<file path="config.mk">
export PLATFORM = sky130hd
export DESIGN_NAME = mem_arbiter
export DESIGN_NICKNAME = d
export VERILOG_FILES = /design/src/rtl/mem_arb_pkg.sv /design/src/rtl/mem_arbiter.sv
export SDC_FILE = /design/constraint.sdc
export NUM_CORES = 1
export LEC_CHECK = 0
export ABC_CLOCK_PERIOD_IN_PS = 2100
export CAP_MARGIN = 10
export CORE_ASPECT_RATIO = 1.4
export CORE_MARGIN = 3
export CORE_UTILIZATION = 25
export CTS_CLUSTER_SIZE = 12
export DETAILED_ROUTE_END_ITERATION = 10
export GPL_TIMING_DRIVEN = 0
export PLACE_DENSITY = 0.65
export SKIP_LAST_GASP = 1
export SYNTH_ARGS = -nofsm -noshare
export SYNTH_HDL_FRONTEND = slang
export SYNTH_SLANG_ARGS = --single-unit
</file>
<file path="constraint.sdc">
create_clock -name clk -period 2.1 [get_ports clk]
set_clock_uncertainty 0.15 [all_clocks]
set_input_delay 0.42 -clock clk [delete_from_list [all_inputs] [get_ports clk]]
set_output_delay 0.42 -clock clk [all_outputs]
set_load 0.005 [all_outputs]
</file>
<file path="src/rtl/mem_arb_pkg.sv">
// mem_arb_pkg -- shared types for the CPU/video memory arbiter.
//   arb_state_e : arbiter FSM states (IDLE, CPU_ACC, VID_ACC, RESP)
//   req_id_e    : requester identity, CPU = 0, VID = 1
//   pick_vid()  : arbitration decision shared by both arbitration modes
package mem_arb_pkg;

  typedef enum logic [1:0] {
    IDLE    = 2'd0,
    CPU_ACC = 2'd1,
    VID_ACC = 2'd2,
    RESP    = 2'd3
  } arb_state_e;

  typedef enum logic {
    REQ_CPU = 1'b0,
    REQ_VID = 1'b1
  } req_id_e;

  // Returns 1 when video wins this arbitration slot. tie_vid decides who
  // wins when both requesters are asking at the same time.
  function automatic logic pick_vid(input logic cpu_req,
                                    input logic vid_req,
                                    input logic tie_vid);
    return vid_req && (!cpu_req || tie_vid);
  endfunction

endpackage

</file>
<file path="src/rtl/mem_arbiter.sv">
// mem_arbiter -- two-requester arbiter (CPU read/write, video read-only)
// in front of a single synchronous memory port (basic_mem port B).
//
// Ports:
//   clk, reset                : system clock, asynchronous active-high reset
//   cpu_req/we/addr/wdata     : CPU request channel
//   vid_req/addr              : video read request channel
//   mem_rdata                 : memory read data, valid the cycle after the address
//   cpu_gnt, vid_gnt          : one-cycle grant pulses
//   cpu_rvalid, vid_rvalid    : one-cycle read-data-valid pulses
//   rdata                     : read data, qualified by the rvalid pulses
//   mem_addr/wdata/we/re      : memory port-B command
//   dbg_state                 : current FSM state
//
// Build option: define ARB_ROUND_ROBIN_EN to alternate winners on
// simultaneous requests; otherwise the CPU always wins ties.
//
// Handshake: a requester raises X_req with its command stable and keeps it
// high until it sees X_gnt; the grant cycle is the cycle the command is on
// the memory port. Dropping X_req before X_gnt withdraws the request. For a
// read, X_rvalid pulses on the cycle after X_gnt with rdata valid. A req
// still high after its grant counts as a fresh request.
module mem_arbiter
  import mem_arb_pkg::*;
#(
  parameter int WIDTH = 16
) (
  input  logic             clk,
  input  logic             reset,
  input  logic             cpu_req,
  input  logic             cpu_we,
  input  logic [WIDTH-1:0] cpu_addr,
  input  logic [WIDTH-1:0] cpu_wdata,
  input  logic             vid_req,
  input  logic [WIDTH-1:0] vid_addr,
  input  logic [WIDTH-1:0] mem_rdata,
  output logic             cpu_gnt,
  output logic             vid_gnt,
  output logic             cpu_rvalid,
  output logic             vid_rvalid,
  output logic [WIDTH-1:0] rdata,
  output logic [WIDTH-1:0] mem_addr,
  output logic [WIDTH-1:0] mem_wdata,
  output logic             mem_we,
  output logic             mem_re,
  output arb_state_e       dbg_state
);

  arb_state_e       state_q, state_d;
  logic             arb_slot;
  logic             tie_vid;
  logic             take_cpu, take_vid;

  // Command latched at the arbitration edge; drives the memory port.
  logic [WIDTH-1:0] lat_addr;
  logic [WIDTH-1:0] lat_wdata;
  logic             lat_we;
  req_id_e          lat_id;

  // Arbitration happens only while no access is on the port.
  assign arb_slot = (state_q == IDLE) || (state_q == RESP);

`ifdef ARB_ROUND_ROBIN_EN
  req_id_e last_grant_q;

  // Tie goes to whoever did not win last time.
  assign tie_vid = (last_grant_q == REQ_CPU);

  always_ff @(posedge clk or posedge reset) begin
    if (reset) begin
      last_grant_q <= REQ_VID;
    end else if (take_cpu) begin
      last_grant_q <= REQ_CPU;
    end else if (take_vid) begin
      last_grant_q <= REQ_VID;
    end
  end
`else
  assign tie_vid = 1'b0;
`endif

  assign take_vid = arb_slot && pick_vid(cpu_req, vid_req, tie_vid);
  assign take_cpu = arb_slot && cpu_req && !take_vid;

  // State register
  always_ff @(posedge clk or posedge reset) begin
    if (reset) begin
      state_q <= IDLE;
    end else begin
      state_q <= state_d;
    end
  end

  // Next-state logic
  always_comb begin
    state_d = IDLE;
    case (state_q)
      IDLE, RESP: begin
        if (take_cpu) begin
          state_d = CPU_ACC;
        end else if (take_vid) begin
          state_d = VID_ACC;
        end else begin
          state_d = IDLE;
        end
      end
      CPU_ACC, VID_ACC: state_d = RESP;
      default:          state_d = IDLE;
    endcase
  end

  // Command latch. mem_addr/mem_wdata are driven straight from these, so
  // they naturally hold their last value between accesses. Video grants
  // leave the write data untouched.
  always_ff @(posedge clk or posedge reset) begin
    if (reset) begin
      lat_addr  <= '0;
      lat_wdata <= '0;
      lat_we    <= 1'b0;
      lat_id    <= REQ_CPU;
    end else if (take_cpu) begin
      lat_addr  <= cpu_addr;
      lat_wdata <= cpu_wdata;
      lat_we    <= cpu_we;
      lat_id    <= REQ_CPU;
    end else if (take_vid) begin
      lat_addr  <= vid_addr;
      lat_we    <= 1'b0;
      lat_id    <= REQ_VID;
    end
  end

  // Output logic
  always_comb begin
    cpu_gnt    = (state_q == CPU_ACC);
    vid_gnt    = (state_q == VID_ACC);
    mem_we     = (state_q == CPU_ACC) && lat_we;
    mem_re     = ((state_q == CPU_ACC) || (state_q == VID_ACC)) && !lat_we;
    mem_addr   = lat_addr;
    mem_wdata  = lat_wdata;
    // RESP still carries the command of the access just issued.
    cpu_rvalid = (state_q == RESP) && !lat_we && (lat_id == REQ_CPU);
    vid_rvalid = (state_q == RESP) && !lat_we && (lat_id == REQ_VID);
    // Gated so rdata reads 0 whenever it is not qualified (incl. reset).
    rdata      = (cpu_rvalid || vid_rvalid) ? mem_rdata : '0;
    dbg_state  = state_q;
  end

endmodule

</file>
==> results of run 1 <==
logic make-up (layout without fill, tap and decap cells):
kind of cell	count (synthesis)	in the layout	synth area share
simple gates	40	40	0.135
buf+inv	47	182	0.129
mux	16	16	0.123
fa+ha+maj	3	3	0.0204
flops	36	36	0.490
compound gates	20	20	0.103
state kept, by name, summed over array words and instances, names as in the netlist:
register and flops:
dbg_state 2, lat_id 1, mem_addr 16, lat_we 1, mem_wdata 16
synthesized netlist by cell type:
cell / number
o21ai_0: 1
nor2_1: 2
clkbuf_1: 1
mux2_4: 12
buf_12: 1
buf_4: 1
a22o_2: 1
and2_1: 18
buf_6: 5
nor2b_1: 19
mux2_2: 4
dfrtp_1: 36
inv_1: 37
and2_4: 1
buf_2: 2
o21ai_2: 1
a21oi_1: 1
a222oi_1: 16
ha_1: 3
final timing paths:
path                          startpoint       endpoint  slack [ns]  depth (start not counted)
hold / removal             mem_wdata[12]  mem_wdata[12]        0.36                          1
hold reg to reg            mem_wdata[12]  mem_wdata[12]        0.36                          1
setup / recovery            dbg_state[1]     vid_rvalid        0.01                          5
max in group asynchronous          reset   mem_addr[11]        0.86                          2
setup reg to reg            dbg_state[1]   mem_wdata[0]        0.15                          6
min in group asynchronous          reset   mem_addr[13]        0.45                          2
per-layer routing:
layer | up-vias | track usage
li1 | 794 | -
met1 | 818 | 0.140
met2 | 80 | 0.238
met3 | 6 | 0.0436
met4 | 0 | 0.0338
met5 | - | 0
cell type report:
class / instances / area [µm²] / share of cell area
multi-input combinational: 79 / 717 / 0.216
tap: 95 / 119 / 0.0358
clock buffer: 6 / 72.6 / 0.0219
sequential: 36 / 901 / 0.271
inverter: 37 / 139 / 0.0419
timing repair buffer: 127 / 1230 / 0.370
clock inverter: 2 / 35.0 / 0.0106
buffer: 10 / 109 / 0.0328
what timing repair did:
item                       in CTS  in global routing
pin swaps                       0                  1
buffers inserted                3                  1
cloned                          0                  0
gates resized for setup        35                 24
setup endpoints to repair      20                 18
power groups by stage:
stage | Clock, µW | Combinational (µW) | Sequential (µW)
6_report | 611 | 2490 | 1240
5_1_grt | 653 | 2720 | 1290
4_1_cts | 628 | 2510 | 1240
3_5_place_dp | 0 | 2500 | 1250
3_3_place_gp | 0 | 2470 | 1240
2_1_floorplan | 0 | 1140 | 1270
stage by stage:
stage / cell area, µm² / worst slack (ns) / std cells / power [µW]
floorplan: 1840 / 0.348 / 162 / 2410
detailed placement: 3190 / -0.389 / 380 / 3760
finish: 3320 / 0.00950 / 392 / 4340
CTS: 3320 / -0.0630 / 391 / 4380
global placement: 3190 / -0.390 / 380 / 3710
global route: 3320 / -0.0552 / 392 / 4660
worst max-delay path, cell delays in order (launching register included):
cell and delay, ns:
dfrtp_1 0.40, ha_2 0.18, nor2b_4 0.13, buf_8 0.13, and2_1 0.14, dlygate4sd2_1 0.25
==> flow_summary_export.csv, run 1 <==
group,metric,value,unit
status,status,"finished, final reports clean",
clock_network,cts_max_path_buffers,2,
final_layout,final_nets,368,
worst_setup_path,cp.required,1.53,ns
synthesis,synth-seq-cells,36,
pwr,power_frac_clock,0.141,
worst_setup_path,start_kind,"flop",
placed_design,hpwl,4170,µm
pwr,swShare,0.308,
worst_setup_path,cp-end-kind,"output pin",
timing,relSlewSlack,0.480,
global_routing,grt_pass1_vias,1725,
clock_network,numCtsBuffers,5,
global_routing,grt_max_degree,37,
floorplan,die_h,107,µm
pwr,p_comb_frac,0.574,
pwr,p_sw,1340,µW
detailed_routing,wl,5490,µm
timing,fin_crit_sh,0.995,
floorplan,start_util,0.260,
detailed_routing,wl_met2,2910,µm
detailed_routing,dr.pass1.iters,5,
detailed_routing,postRouteAntennaNets,0,
detailed_routing,wl_met3,442,µm
final_layout,antenna_cells,0,
timing,final_max_slew_viol_count,0,
final_layout,most-common-layout-cells,"clkdlybuf4s50_1, inv_1, dfrtp_1",
clock_network,cts_hold_buf,0,
synthesis,syn_avg_cell_area,11.3,µm²
floorplan,io_pins,125,
detailed_routing,wl_per_cell,14.0,µm
worst_setup_path,path_class,"reg2out",
placed_design,gp_congestion,0.703,
worst_setup_path,crit_fanout,7,
clock_network,clk_latency,0.28,ns
final_layout,final_common_cell,"clkdlybuf4s50_1",
final_layout,fill_cells,699,
final_layout,area_growth_syn_to_layout,80.7,%
synthesis,synth_nets,234,
timing,rsz0062_at_grt,"yes",
timing,setup_viol,0,
timing,timing.final.hold_violations,0,
placed_design,portBuffers,123,
clock_network,clockRootBuffer,"clkbuf_8",
global_routing,grt_pass1_wl,8570,µm
synthesis,syn_area,1840,µm²
floorplan,row_count,36,
synthesis,yosysSeqAreaShare,0.490,
clock_network,cts_tree,"yes",
synthesis,synth_top_area_frac,0.490,
min_path,hold_path.class,"reg2reg",
final_layout,drive_above_1_share,0.185,
timing,tightest_slew,0.779,ns
final_layout,postLayoutCoreUtil,0.469,
pwr,power_density,1310,nW/µm²
clock_network,cts.clk_slew.worst_paths,0.08,ns
floorplan,die_x,78.4,µm
floorplan,core,7070,µm²
timing,fmax,478,MHz
timing,hold_ws,0.357,ns
clock_network,htreeDepth,2,
timing,min_period,2.09,ns
timing,fin_tns_setup,0,ns
pwr,vdd_ir_drop_max,0.564,mV
synthesis,synthTopCellsByArea,"dfrtp_1, mux2_4, a222oi_1",
detailed_routing,via_per_inst,4.33,
synthesis,synth_cells,162,
clock_network,clkSinkCount,36,
worst_setup_path,cp.arrival,1.52,ns
floorplan,die-area,8430,µm²
global_routing,grt_usage,0.129,
global_routing,grt_antenna_before_repair,0,
job,max-cap-violations,0,
detailed_routing,vias,1698,
pwr,p_int,3010,µW
detailed_routing,highest_layer,"met4",
detailed_routing,wl_met1,2080,µm
detailed_routing,drc,0,
global_routing,grt_overflow,0,
synthesis,yosysTopAreaCell,"dfrtp_1",
pwr,p_leak,0.00157,µW
pwr,seqPwrFrac,0.286,
synthesis,synth_warnings,0,
synthesis,synth.distinct_cells,19,
detailed_routing,drtIter0Drc,137,
(Power assumes the default switching activity.)
==> inputs of run 2 (changes only) <==
Settings changed: ABC_CLOCK_PERIOD_IN_PS 2100 to 2400.
Clock period 2.1 ns to 2.4 ns, I/O delays scaled along.
==> flow_summary_export.csv, run 2 (synthesis gave the netlist of run 1 again) <==
group,metric,value,unit
detailed_routing,drtIter0Drc,119,
pwr,power_frac_clock,0.139,
detailed_routing,wl,5500,µm
timing,setup_viol,0,
floorplan,die-area,8430,µm²
global_routing,grt_antenna_before_repair,0,
worst_setup_path,cp.required,1.77,ns
pwr,p_sw,1160,µW
pwr,vdd_ir_drop_max,0.493,mV
final_layout,fill_cells,693,
clock_network,clk_latency,0.28,ns
detailed_routing,vias,1699,
clock_network,cts.clk_slew.worst_paths,0.08,ns
detailed_routing,via_per_inst,4.32,
worst_setup_path,start_kind,"flop",
min_path,hold_path.class,"reg2reg",
timing,fin_crit_sh,0.967,
pwr,p_leak,0.00168,µW
global_routing,grt_usage,0.130,
timing,min_period,2.32,ns
final_layout,antenna_cells,0,
detailed_routing,wl_per_cell,14.0,µm
worst_setup_path,cp.arrival,1.69,ns
floorplan,row_count,36,
placed_design,portBuffers,123,
floorplan,die_x,78.4,µm
pwr,swShare,0.303,
floorplan,core,7070,µm²
floorplan,die_h,107,µm
floorplan,start_util,0.260,
placed_design,dpl_cell_area,3190,µm²
global_routing,grt_overflow,0,
timing,relSlewSlack,0.487,
detailed_routing,drc,0,
detailed_routing,dr.pass1.iters,5,
clock_network,clkSinkCount,36,
placed_design,hpwl,4170,µm
pwr,power_density,1140,nW/µm²
timing,final_max_slew_viol_count,0,
global_routing,grt_max_degree,37,
clock_network,cts_tree,"yes",
timing,fmax,431,MHz
global_routing,grt_pass1_wl,8580,µm
worst_setup_path,path_class,"reg2out",
clock_network,numCtsBuffers,5,
clock_network,htreeDepth,2,
clock_network,clockRootBuffer,"clkbuf_8",
final_layout,area_growth_syn_to_layout,83.4,%
final_layout,final_common_cell,"clkdlybuf4s50_1",
pwr,seqPwrFrac,0.282,
global_routing,grt_pass1_vias,1734,
final_layout,drive_above_1_share,0.151,
timing,timing.final.hold_violations,0,
detailed_routing,postRouteAntennaNets,0,
timing,tightest_slew,0.769,ns
worst_setup_path,crit_fanout,4,
timing,rsz0062_at_grt,"yes",
final_layout,postLayoutCoreUtil,0.476,
clock_network,cts_max_path_buffers,2,
pwr,p_int,2680,µW
status,status,"finished, final reports clean",
final_layout,final_nets,369,
final_layout,most-common-layout-cells,"clkdlybuf4s50_1, inv_1, dfrtp_1",
worst_setup_path,cp-end-kind,"output pin",
pwr,p_comb_frac,0.579,
final_layout,design_area,3370,µm²
floorplan,io_pins,125,
job,max-cap-violations,0,
placed_design,gp_congestion,0.703,
-- run 2: cell types whose count changed in the layout (fill, tap and decap cells not counted), sizes merged --
cell / delta
clkdlybuf4s15: -8
clkbuf: -7
dlymetal6s2s: +6
clkdlybuf4s50: +5
dlygate4sd2: +5
-- run 2: path summary, 6_finish.rpt --
check	start	end	slack (ns)	cells past startpoint
min in group asynchronous	reset	mem_addr[8]	0.51	2
setup reg to reg	dbg_state[1]	mem_wdata[0]	0.45	6
hold reg to reg	mem_wdata[12]	mem_wdata[12]	0.36	1
max in group asynchronous	reset	mem_addr[11]	1.11	2
setup / recovery	dbg_state[0]	cpu_rvalid	0.08	4
hold / removal	mem_wdata[12]	mem_wdata[12]	0.36	1
-- run 2: power groups by stage --
stage | clock, µW | combinational (µW) | sequential (µW)
after floorplan | 0 | 997 | 1110
after global placement | 0 | 2160 | 1090
after detailed placement | 0 | 2190 | 1100
after CTS | 549 | 2240 | 1090
after global routing | 572 | 2420 | 1130
final | 533 | 2220 | 1080
-- run 2: critical path, cell delays in order (launching register included) --
cell             delay (ns)
dfrtp_1                0.37
ha_2                   0.17
nor2b_4                0.18
nor2b_1                0.16
clkdlybuf4s50_1        0.52
-- run 2: routing by layer --
metal / vias up / global-route usage / wire length (µm)
met5: - / 0 / 0
met4: 0 / 0.0338 / 53
met3: 6 / 0.0436 / 496
met2: 85 / 0.239 / 2940
met1: 812 / 0.140 / 2000
li1: 796 / - / -
-- run 2: cell type report --
class                      instances  area [µm²]  area share
multi-input combinational         79         712       0.211
inverter                          37         139      0.0412
clock inverter                     2        35.0      0.0104
sequential                        36         901       0.267
clock buffer                       6        72.6      0.0215
tap                               95         119      0.0353
buffer                            10         109      0.0323
timing repair buffer             128        1280       0.380
-- run 2: per-stage QoR --
step | instances | power [µW] | worst slack [ns] | hold WS, ns | setup TNS, ns
2_1_floorplan | 162 | 2110 | 0.588 | 0.326 | 0
3_3_place_gp | 380 | 3250 | -0.150 | 0.340 | -1.11
3_5_place_dp | 380 | 3290 | -0.149 | 0.344 | -1.16
4_1_cts | 391 | 3870 | -0.0311 | 0.362 | -0.0311
5_1_grt | 393 | 4120 | -0.00958 | 0.386 | -0.0119
6_report | 393 | 3840 | 0.0788 | 0.356 | 0
-- run 2: repair_timing --
item,4_1_cts,5_1_grt
hold buffers,0,0
buffers inserted,3,2
endpoints found under the setup margin,19,8
gates resized for setup,15,11
gates cloned,0,0
